## src/rtl/max7219_pkg.sv

```systemverilog
// MAX7219 register map, word-sequence constants and the shifter FSM encoding.
// Latency: none (declarations and pure functions only).
// Backpressure: not applicable.
package max7219_pkg;

  // MAX7219 register addresses
  localparam logic [3:0] REG_SHUTDOWN  = 4'hC;
  localparam logic [3:0] REG_DECODE    = 4'h9;
  localparam logic [3:0] REG_INTENSITY = 4'hA;
  localparam logic [3:0] REG_SCANLIM   = 4'hB;
  localparam logic [3:0] REG_DISPTEST  = 4'hF;
  localparam logic [3:0] REG_DIGIT0    = 4'h1;

  // Word sequence: indices 0..INIT_WORDS-1 are init, then digits up to LAST_INDEX
  localparam int INIT_WORDS = 5;
  localparam int LAST_INDEX = 12;
  localparam int WORD_BITS  = 16;

  typedef enum logic [1:0] {
    ST_LOAD_WORD = 2'd0,
    ST_SHIFT_LO  = 2'd1,
    ST_SHIFT_HI  = 2'd2,
    ST_LATCH     = 2'd3
  } shift_state_e;

  // Serial word layout: four don't-care zeros, register address, data byte
  function automatic logic [15:0] make_word(input logic [3:0] addr, input logic [7:0] data);
    return {4'h0, addr, data};
  endfunction

  // Bit-reverse a row byte for modules mounted flipped
  function automatic logic [7:0] bit_reverse8(input logic [7:0] b);
    logic [7:0] r;
    for (int i = 0; i < 8; i++) begin
      r[i] = b[7-i];
    end
    return r;
  endfunction

endpackage

```

## src/rtl/spi_word_shifter.sv

```systemverilog
// Shifts one 16-bit word MSB first on DIN/SCLK and latches it with a LOAD pulse.
// Latency: word period 1 + 34*CLK_DIV clocks; outputs are registered (one clock behind state).
// Backpressure: waits in LOAD_WORD until start_vld; done_vld pulses for one clock as LATCH ends.
module spi_word_shifter
  import max7219_pkg::*;
#(
  parameter int CLK_DIV = 4
) (
  input  logic        clk,
  input  logic        rst_n,
  input  logic        start_vld,
  input  logic [15:0] word_dat,
  output logic        done_vld,
  output logic        din,
  output logic        sclk,
  output logic        load
);

  // Prescaler must reach 2*CLK_DIV-1 during LATCH
  localparam int DIV_W = (CLK_DIV > 1) ? $clog2(2 * CLK_DIV) : 1;
  localparam logic [DIV_W-1:0] PHASE_LAST = DIV_W'(CLK_DIV - 1);
  localparam logic [DIV_W-1:0] LATCH_LAST = DIV_W'(2 * CLK_DIV - 1);
  localparam logic [3:0]       BIT_LAST   = 4'(WORD_BITS - 1);

  shift_state_e     state_q, state_d;
  logic [DIV_W-1:0] div_q, div_d;
  logic [3:0]       bit_q, bit_d;
  logic [15:0]      sr_q, sr_d;
  logic             din_q, din_d;
  logic             sclk_q, sclk_d;
  logic             load_q, load_d;
  logic             done;

  // Next-state and next-output decode; the pins show this decode one clock later
  always_comb begin
    state_d = state_q;
    div_d   = div_q;
    bit_d   = bit_q;
    sr_d    = sr_q;
    din_d   = 1'b0;
    sclk_d  = 1'b0;
    load_d  = 1'b0;
    done    = 1'b0;
    unique case (state_q)
      ST_LOAD_WORD: begin
        if (start_vld) begin
          sr_d    = word_dat;
          div_d   = '0;
          bit_d   = '0;
          din_d   = word_dat[15];
          state_d = ST_SHIFT_LO;
        end else begin
          load_d  = 1'b1;
        end
      end
      ST_SHIFT_LO: begin
        din_d = sr_q[15];
        if (div_q == PHASE_LAST) begin
          div_d   = '0;
          state_d = ST_SHIFT_HI;
        end else begin
          div_d   = div_q + DIV_W'(1);
        end
      end
      ST_SHIFT_HI: begin
        sclk_d = 1'b1;
        din_d  = sr_q[15];
        if (div_q == PHASE_LAST) begin
          div_d = '0;
          sr_d  = {sr_q[14:0], 1'b0};
          bit_d = bit_q + 4'd1;
          if (bit_q == BIT_LAST) begin
            state_d = ST_LATCH;
          end else begin
            state_d = ST_SHIFT_LO;
          end
        end else begin
          div_d = div_q + DIV_W'(1);
        end
      end
      ST_LATCH: begin
        load_d = 1'b1;
        if (div_q == LATCH_LAST) begin
          div_d   = '0;
          done    = 1'b1;
          state_d = ST_LOAD_WORD;
        end else begin
          div_d   = div_q + DIV_W'(1);
        end
      end
    endcase
  end

  // State, counters and registered pins; reset drives the link idle immediately
  always_ff @(posedge clk or negedge rst_n) begin
    if (!rst_n) begin
      state_q <= ST_LOAD_WORD;
      div_q   <= '0;
      bit_q   <= '0;
      sr_q    <= '0;
      din_q   <= 1'b0;
      sclk_q  <= 1'b0;
      load_q  <= 1'b1;
    end else begin
      state_q <= state_d;
      div_q   <= div_d;
      bit_q   <= bit_d;
      sr_q    <= sr_d;
      din_q   <= din_d;
      sclk_q  <= sclk_d;
      load_q  <= load_d;
    end
  end

  assign done_vld = done;
  assign din      = din_q;
  assign sclk     = sclk_q;
  assign load     = load_q;

endmodule

```

## src/rtl/max7219_matrix_driver.sv

```systemverilog
// Streams init then 8 row words per frame to a MAX7219 8x8 module; MAX7219_MIRROR_EN bit-reverses row bytes.
// Latency: rows snapshotted as digit 1 enters LOAD_WORD; each word takes 1 + 34*CLK_DIV clocks.
// Backpressure: none; the link free-runs, row changes mid-frame wait for the next snapshot.
module max7219_matrix_driver
  import max7219_pkg::*;
#(
  parameter int         DATAWIDTH = 8,
  parameter int         CLK_DIV   = 4,
  parameter logic [3:0] INTENSITY = 4'h8
) (
  input  logic                 MAX7219_CLOCK_50,
  input  logic                 MAX7219_RESET_InLow,
  input  logic [DATAWIDTH-1:0] MAX7219_Fila1_In,
  input  logic [DATAWIDTH-1:0] MAX7219_Fila2_In,
  input  logic [DATAWIDTH-1:0] MAX7219_Fila3_In,
  input  logic [DATAWIDTH-1:0] MAX7219_Fila4_In,
  input  logic [DATAWIDTH-1:0] MAX7219_Fila5_In,
  input  logic [DATAWIDTH-1:0] MAX7219_Fila6_In,
  input  logic [DATAWIDTH-1:0] MAX7219_Fila7_In,
  input  logic [DATAWIDTH-1:0] MAX7219_Fila8_In,
  output logic                 MAX7219_DIN_Out,
  output logic                 MAX7219_SCLK_Out,
  output logic                 MAX7219_LOAD_Out,
  output logic                 MAX7219_FrameDone_Out
);

  localparam logic [3:0] FIRST_DIGIT_IDX = 4'(INIT_WORDS);
  localparam logic [3:0] LAST_IDX        = 4'(LAST_INDEX);

  logic                      clk;
  logic                      rst_n;
  logic [7:0][DATAWIDTH-1:0] row_in;
  logic [7:0][DATAWIDTH-1:0] snap_q, snap_d;
  logic [3:0]                index_q, index_d;
  logic                      frame_done_q, frame_done_d;
  logic [2:0]                digit_sel;
  logic [7:0]                tx_byte;
  logic [15:0]               word_dat;
  logic                      done_vld;

  assign clk   = MAX7219_CLOCK_50;
  assign rst_n = MAX7219_RESET_InLow;

  assign row_in[0] = MAX7219_Fila1_In;
  assign row_in[1] = MAX7219_Fila2_In;
  assign row_in[2] = MAX7219_Fila3_In;
  assign row_in[3] = MAX7219_Fila4_In;
  assign row_in[4] = MAX7219_Fila5_In;
  assign row_in[5] = MAX7219_Fila6_In;
  assign row_in[6] = MAX7219_Fila7_In;
  assign row_in[7] = MAX7219_Fila8_In;

  // Build the word for the current index; digits read only the frozen snapshot
  always_comb begin
    digit_sel = 3'(index_q - FIRST_DIGIT_IDX);
`ifdef MAX7219_MIRROR_EN
    tx_byte   = bit_reverse8(snap_q[digit_sel]);
`else
    tx_byte   = snap_q[digit_sel];
`endif
    word_dat  = 16'h0000;
    unique case (index_q)
      4'd0:    word_dat = make_word(REG_SHUTDOWN, 8'h01);
      4'd1:    word_dat = make_word(REG_DECODE, 8'h00);
      4'd2:    word_dat = make_word(REG_INTENSITY, {4'h0, INTENSITY});
      4'd3:    word_dat = make_word(REG_SCANLIM, 8'h07);
      4'd4:    word_dat = make_word(REG_DISPTEST, 8'h00);
      default: word_dat = make_word(REG_DIGIT0 + 4'(digit_sel), tx_byte);
    endcase
  end

  // Advance the index per latched word, wrap past digit 8, snapshot rows as digit 1 comes up
  always_comb begin
    index_d      = index_q;
    snap_d       = snap_q;
    frame_done_d = 1'b0;
    if (done_vld) begin
      if (index_q == LAST_IDX) begin
        index_d      = FIRST_DIGIT_IDX;
        frame_done_d = 1'b1;
      end else begin
        index_d      = index_q + 4'd1;
      end
      if (index_d == FIRST_DIGIT_IDX) begin
        snap_d = row_in;
      end
    end
  end

  // Word index, row snapshot and frame-done pulse registers
  always_ff @(posedge clk or negedge rst_n) begin
    if (!rst_n) begin
      index_q      <= '0;
      snap_q       <= '0;
      frame_done_q <= 1'b0;
    end else begin
      index_q      <= index_d;
      snap_q       <= snap_d;
      frame_done_q <= frame_done_d;
    end
  end

  spi_word_shifter #(
    .CLK_DIV (CLK_DIV)
  ) u_shifter (
    .clk       (clk),
    .rst_n     (rst_n),
    .start_vld (1'b1),
    .word_dat  (word_dat),
    .done_vld  (done_vld),
    .din       (MAX7219_DIN_Out),
    .sclk      (MAX7219_SCLK_Out),
    .load      (MAX7219_LOAD_Out)
  );

  assign MAX7219_FrameDone_Out = frame_done_q;

endmodule

```

## config.mk

```make
export PLATFORM = sky130hd
export DESIGN_NAME = max7219_matrix_driver
export DESIGN_NICKNAME = d
export VERILOG_FILES = /design/src/rtl/max7219_pkg.sv /design/src/rtl/spi_word_shifter.sv /design/src/rtl/max7219_matrix_driver.sv
export SDC_FILE = /design/constraint.sdc
export NUM_CORES = 1
export LEC_CHECK = 0
export CAP_MARGIN = 30
export CORE_MARGIN = 5
export CORE_UTILIZATION = 55
export CTS_CLUSTER_DIAMETER = 60
export DETAILED_ROUTE_END_ITERATION = 12
export GPL_TIMING_DRIVEN = 0
export PLACE_DENSITY = 0.8
export SYNTH_ARGS = -nofsm -noshare
export SYNTH_HDL_FRONTEND = slang
export SYNTH_SLANG_ARGS = --single-unit
```

## constraint.sdc

```tcl
create_clock -name MAX7219_CLOCK_50 -period 3.9 [get_ports MAX7219_CLOCK_50]
set_clock_uncertainty 0.2 [all_clocks]
set_input_delay 0.975 -clock MAX7219_CLOCK_50 [delete_from_list [all_inputs] [get_ports MAX7219_CLOCK_50]]
set_output_delay 0.975 -clock MAX7219_CLOCK_50 [all_outputs]
set_load 0.02 [all_outputs]
```

# Word level (Yosys, flattened, before mapping)
# Cells that the tools add are included.
[classes]
n_mux = 24
reduce_logical = 7
n_addsub = 5
n_shift = 0
magnitude_cmp = 1
n_bitwise = 0
div = 0
n_eq_ne = 15
mul = 0
[ops]
columns = ["op", "n"]
rows = [
  ["$pmux W12 S5", 1],
  ["$pmux W16 S2", 1],
  ["$bmux W8 S3", 1],
  ["$mux W16", 1],
  ["$mux W4", 3],
  ["$pmux W3 S3", 1],
  ["$add A4 B1 Y4 const B", 2],
  ["$eq A4 B2 Y1 const B", 2],
  ["$eq A4 B3 Y1 const B", 2],
  ["$eq A4 B4 Y1 const B", 2],
  ["$mux W2", 4],
  ["$mux W8", 1],
  ["$pmux W2 S4", 1],
  ["$pmux W4 S2", 1],
  ["$mux W1", 6],
  ["$mux W3", 2],
  ["$ne A2 B1 Y1 const B", 3],
  ["$add A1 B3 Y4 const A", 1],
  ["$eq A2 B2 Y1 const B", 2],
  ["$eq A4 B1 Y1 const B", 1],
  ["$logic_not A4 Y1", 1],
  ["$lt A3 B4 Y1 const B", 1],
  ["$reduce_and A2 Y1", 2],
  ["$add A3 B1 Y3 const B", 1],
  ["other kinds (9)", 9],
]
[word_totals]
n_memories = 0
latchBits = 0
input_bits = 66
romBits = 0
out_inout_bits = 4
elab_cells = 69
register_bits = 97
mem_bits_rw = 0

# Depth between registers and ports, before layout
[depth]
word_depth = 6
mapped_depth = 9

# Cells and area by module
# Synthesis repeated with hierarchy kept, for this count alone.
[unflattened]
cells_unflattened = 383
hier_area_um2 = 5054.8
[modules_own_cells]
columns = ["module", "seq_area_each_um2", "n_inst", "area_per_inst_um2", "cells_per_inst"]
rows = [
  ["max7219_matrix_driver", 1726.7, 1, 3587.2, 241],
  ["spi_word_shifter", 701.9, 1, 1467.7, 142],
]

# Worst setup path before layout
# No wires, ideal clock.
[synth_timing]
path_type = "register to register"
startpoint = "register index_q[0]"
endpoint = "register u_shifter.sr_q[1]"
setup_slack_ns = 1.357
stages_incl_launch_ff = 10
synth_period_minus_slack_ns = 2.543
setup_ns = 0.127
t_arrival_ns = 2.216
cell_sequence = "dfrtp_1 -> buf_2 -> inv_2 -> ha_1 -> buf_6 -> xor2_1 -> buf_4 -> mux4_2 -> a222oi_1 -> o21ai_1"
[synth_between]
elab_chain_cells = 5
elab_cells_between_ends = 10
[synth_rtl]
columns = ["item", "line", "text"]
rows = [
  ["start: declaration", "max7219_matrix_driver.sv:34", "logic [3:0] index_q, index_d;"],
  ["start signal: assignment", "max7219_matrix_driver.sv:97", "index_q <= index_d;"],
  ["$sub A3 B3 Y3", "max7219_matrix_driver.sv:55", "digit_sel = 3'(index_q - FIRST_DIGIT_IDX);"],
  ["$bmux W8 S3", "max7219_matrix_driver.sv:59", "tx_byte = snap_q[digit_sel];"],
  ["$mux W8 (not written as such)", "max7219_matrix_driver.sv:59", ""],
  ["$pmux W12 S5 (*)", "max7219_matrix_driver.sv:62", "unique case (index_q)"],
  ["$pmux W16 S2 (*)", "spi_word_shifter.sv:44", "unique case (state_q)"],
  ["end signal: assignment", "spi_word_shifter.sv:108", "sr_q <= sr_d;"],
  ["end: declaration", "spi_word_shifter.sv:28", "logic [15:0] sr_q, sr_d;"],
]
# Every way passes the cells marked *; elsewhere a longest branch is shown, timed or not. The select of a mux whose other input is x is not followed.
# A chain may end at the register's enable or synchronous reset.

# Worst setup path after layout
# Ends and elaborated chain as after synthesis.

==> reports/qor.txt <==
STATUS
------------------------------------------------------------------------------
Status                                                            finished, final reports clean

POWER AND IR DROP
------------------------------------------------------------------------------
Leakage power total                                                    2.78 nW
Maximum vdd drop                                                      0.190 mV
Power density of the placed cells                                   303 mW/mm2
Final total power                                                      1.83 mW

DIE
------------------------------------------------------------------------------
Die Area                                                            0.0111 mm2
Vert. Die Dim                                                           106 um
Floorplan die width                                                     106 um
Number of placement rows                                                    34
Initial Util                                                             57.0%
Top Ports                                                                   70
Area of the core region                                            0.00881 mm2

STA
------------------------------------------------------------------------------
Max_slew headroom                                                        59.8%
Total setup violations reported at the end of the flow                       0
Final critical-path required period                                    3210 ps
Setup repair after global routing missed its margin                         no
Transition time at the pin with the least slew margin                   601 ps
Final worst-path cycle share                                             82.2%
F_max                                                                0.312 GHz
Final setup margin                                                      694 ps
Number of failing hold endpoints at the final stage                          0
Smallest hold slack                                                     253 ps
Final total negative setup slack                                          0 ps
Final Max Slew Viols                                                         0

ROUTE
------------------------------------------------------------------------------
Initial DRC count                                                          146
Average via count per standard cell                                       5.76
Vias                                                                     3,201
Length of the first detailed-routing pass in iterations                      4
Number of nets still failing antenna checks after routing                    0
Wire length per cell after detailed routing                            18.7 um
Detailed-route DRC error count                                               0
Total Wirelength                                                     10,400 um

SYNTH
------------------------------------------------------------------------------
Mapped cell area                                                   0.00502 mm2
Async SR Flop Fraction                                                    100%
Sequential area share after synthesis                                    48.4%
Post-Syn Instances                                                         363
Net count after synthesis                                                  443
Flip-flop and latch count after synthesis                                   97
Cell variety after synth                                                    48
Count of flip-flops with a built-in enable after synthesis                   0
Cell type with the highest aggregate area in the netlist               dfrtp_1
Biggest area contributors in the synthesized netlist              dfrtp_1 48%, mux2_4 18%, mux4_2 6.3%
Area fraction of the dominant cell type after synthesis                  47.9%
Top post-synthesis cells by count                                 96 x dfrtp_1, 60 x mux2_4, 19 x nand2_1
Most instantiated library cell after synthesis                         dfrtp_1
Primary flip-flop cell chosen by synthesis mapping                     dfrtp_1
Warnings from Yosys                                                          0
Average size of a mapped cell                                         13.8 um2

CRITICAL PATH
------------------------------------------------------------------------------
Worst R2R Path Depth                                                         9
Startpoint of the worst register-to-register path                 index_q[0]$_DFFE_PN0P_
Data required time at the worst endpoint                               3940 ps
Critical Path Start Type                                                  flop
Critical-path maximum fanout                                                10
Data arrival time of the critical path                                 3240 ps
Crit path kind                                                         reg2reg
Kind of end point of the critical path                                    flop
Slack of the worst reg-to-reg path                                      690 ps
Reg-to-reg critical path endpoint                                 u_shifter.sr_q[1]$_DFFE_PN0P_

GLOBAL ROUTING
------------------------------------------------------------------------------
Global routing met1 resource utilization                                 26.0%
First-pass GRT wire length                                           17,500 um
Vias in the first global route                                           3,510
Largest net degree at the start of global routing                           65
Most utilized layer in the global route result                            met2
Routing usage on met2                                                    33.1%
Met3 global-route usage                                                  4.16%
Total gr overflow                                                            0
Initial antenna violation count                                              0
Combined global-route utilization of all metal layers                    19.8%

FINAL LAYOUT
------------------------------------------------------------------------------
Fraction of final layout cells sized beyond drive strength 1             28.8%
Antenna fix cells                                                            0
Net count reported at finish                                               524
Area growth from synthesis to layout                                     20.5%
Total non-filler cell area in the finished layout                  0.00605 mm2

MIN PATH
------------------------------------------------------------------------------
Hold path endpoint                                                u_shifter.div_q[0]$_DFF_PN0_
Path category of the worst min-delay check                             reg2reg
Hold path cells                                                              1
Beginning of the worst hold path                                  u_shifter.div_q[0]$_DFF_PN0_

CLOCK NETWORK
------------------------------------------------------------------------------
Post-CTS Setup Repair Bufs                                                   0
Number of clock sinks                                                       97
H-tree level count                                                           3
Count of cells resized by post-cts repair                                    0
Maximum buffer depth of the clock tree                                       2
Hold bufs inserted after CTS                                                 0
CTS tree                                                                  done
Clock buffers created by TritonCTS                                           9
Clock latency reported for the late side of the worst-skew pair         370 ps
CTS root buf                                                          clkbuf_8
Clock-pin transition on the worst setup and hold timing paths           100 ps

PLACEMENT
------------------------------------------------------------------------------
Worst slack at placement                                                765 ps
Number of input and output port buffers inserted                            69
Routability congestion estimate from global placement                    0.844
Placed cell areas                                                  0.00587 mm2
Half-perimeter wire length of the detailed placement result            7710 um

JOB
------------------------------------------------------------------------------
Number of maximum-capacitance violations                                     0

[placed cells by master (no fill, tap or decap), drive strengths merged, types with 6 or more instances in the layout]
cell type,n
a22o,6
buf,18
nor2,16
a21oi,16
nand2,19
ha,14
clkbuf,15
nand2b,6
mux2,73
mux4,14
inv,13
clkdlybuf4s50,68
dfrtp,96
o21ai,18
[how the worst max path moves through the flow]
stage,slack [ps],cells past startpoint,end,from
floorplan,1360,9,u_shifter.sr_q[1]$_DFFE_PN0P_,index_q[0]$_DFFE_PN0P_
global placement,-1840,1,snap_q[39]$_DFFE_PN0P_,MAX7219_RESET_InLow
detailed placement,760,9,u_shifter.sr_q[1]$_DFFE_PN0P_,index_q[0]$_DFFE_PN0P_
CTS,730,9,u_shifter.sr_q[1]$_DFFE_PN0P_,index_q[0]$_DFFE_PN0P_
global route,540,9,u_shifter.sr_q[1]$_DFFE_PN0P_,index_q[0]$_DFFE_PN0P_
finish,690,9,u_shifter.sr_q[1]$_DFFE_PN0P_,index_q[0]$_DFFE_PN0P_
[flip-flops by register name, summed over array words and instances, names as in the netlist]
| name | count |
|---|---|
| snap_q | 64 |
| u_shifter.sr_q | 16 |
| index_q | 4 |
| u_shifter.bit_q | 4 |
| u_shifter.div_q | 3 |
| u_shifter.state_q | 2 |
| MAX7219_FrameDone_Out | 1 |
| u_shifter.din | 1 |
| u_shifter.load | 1 |
| u_shifter.sclk | 1 |
[through the flow]
| step | utilization (%) | std cells |
|---|---|---|
| finish | 68.7 | 556 |
| CTS | 68.7 | 556 |
| global placement | 66.4 | 540 |
| global route | 68.7 | 556 |
| floorplan | - | 363 |
| detailed placement | 66.7 | 541 |
[layout make-up]
| cell class | count | area, um2 |
|---|---|---|
| Buffer | 22 | 228 |
| Clock buffer | 9 | 124 |
| Clock inverter | 6 | 52.6 |
| Fill cell | 607 | 2760 |
| Inverter | 10 | 37.5 |
| Multi-Input combinational cell | 234 | 2330 |
| Sequential cell | 97 | 2430 |
| Tap cell | 108 | 135 |
| Timing Repair Buffer | 70 | 716 |
[kinds of logic (layout without fill, tap and decap cells)]
logic type	after synthesis	after routing	share of synthesized area (%)
compound gates	60	60	7.60
xor+xnor	5	5	0.873
fa+ha+maj	14	14	3.49
buf+inv	32	117	5.28
flops	97	97	48.4
mux	91	91	27.9
simple gates	64	64	6.43
[critical path, stage by stage, from the launching register on]
cell	delay, ps
dfrtp_1	410
buf_2	350
inv_2	180
ha_1	240
buf_6	140
xor2_1	420
buf_4	310
mux4_2	320
a222oi_1	380
o21ai_1	110
[routing by layer]
layer / vias up / wire length, um
met1: 1631 / 4570
met3: 18 / 465
met4: 0 / 179
li1: 1466 / -
met5: - / 0
met2: 86 / 5190
[power by group]
part / total (mW) / switching [mW] / internal [mW]
sequential: 1.06 / 0.0201 / 1.04
clock: 0.612 / 0.373 / 0.239
combinational: 0.161 / 0.0459 / 0.115
total: 1.83 / 0.439 / 1.39
Note: power is estimated with default switching activity, not from simulation.
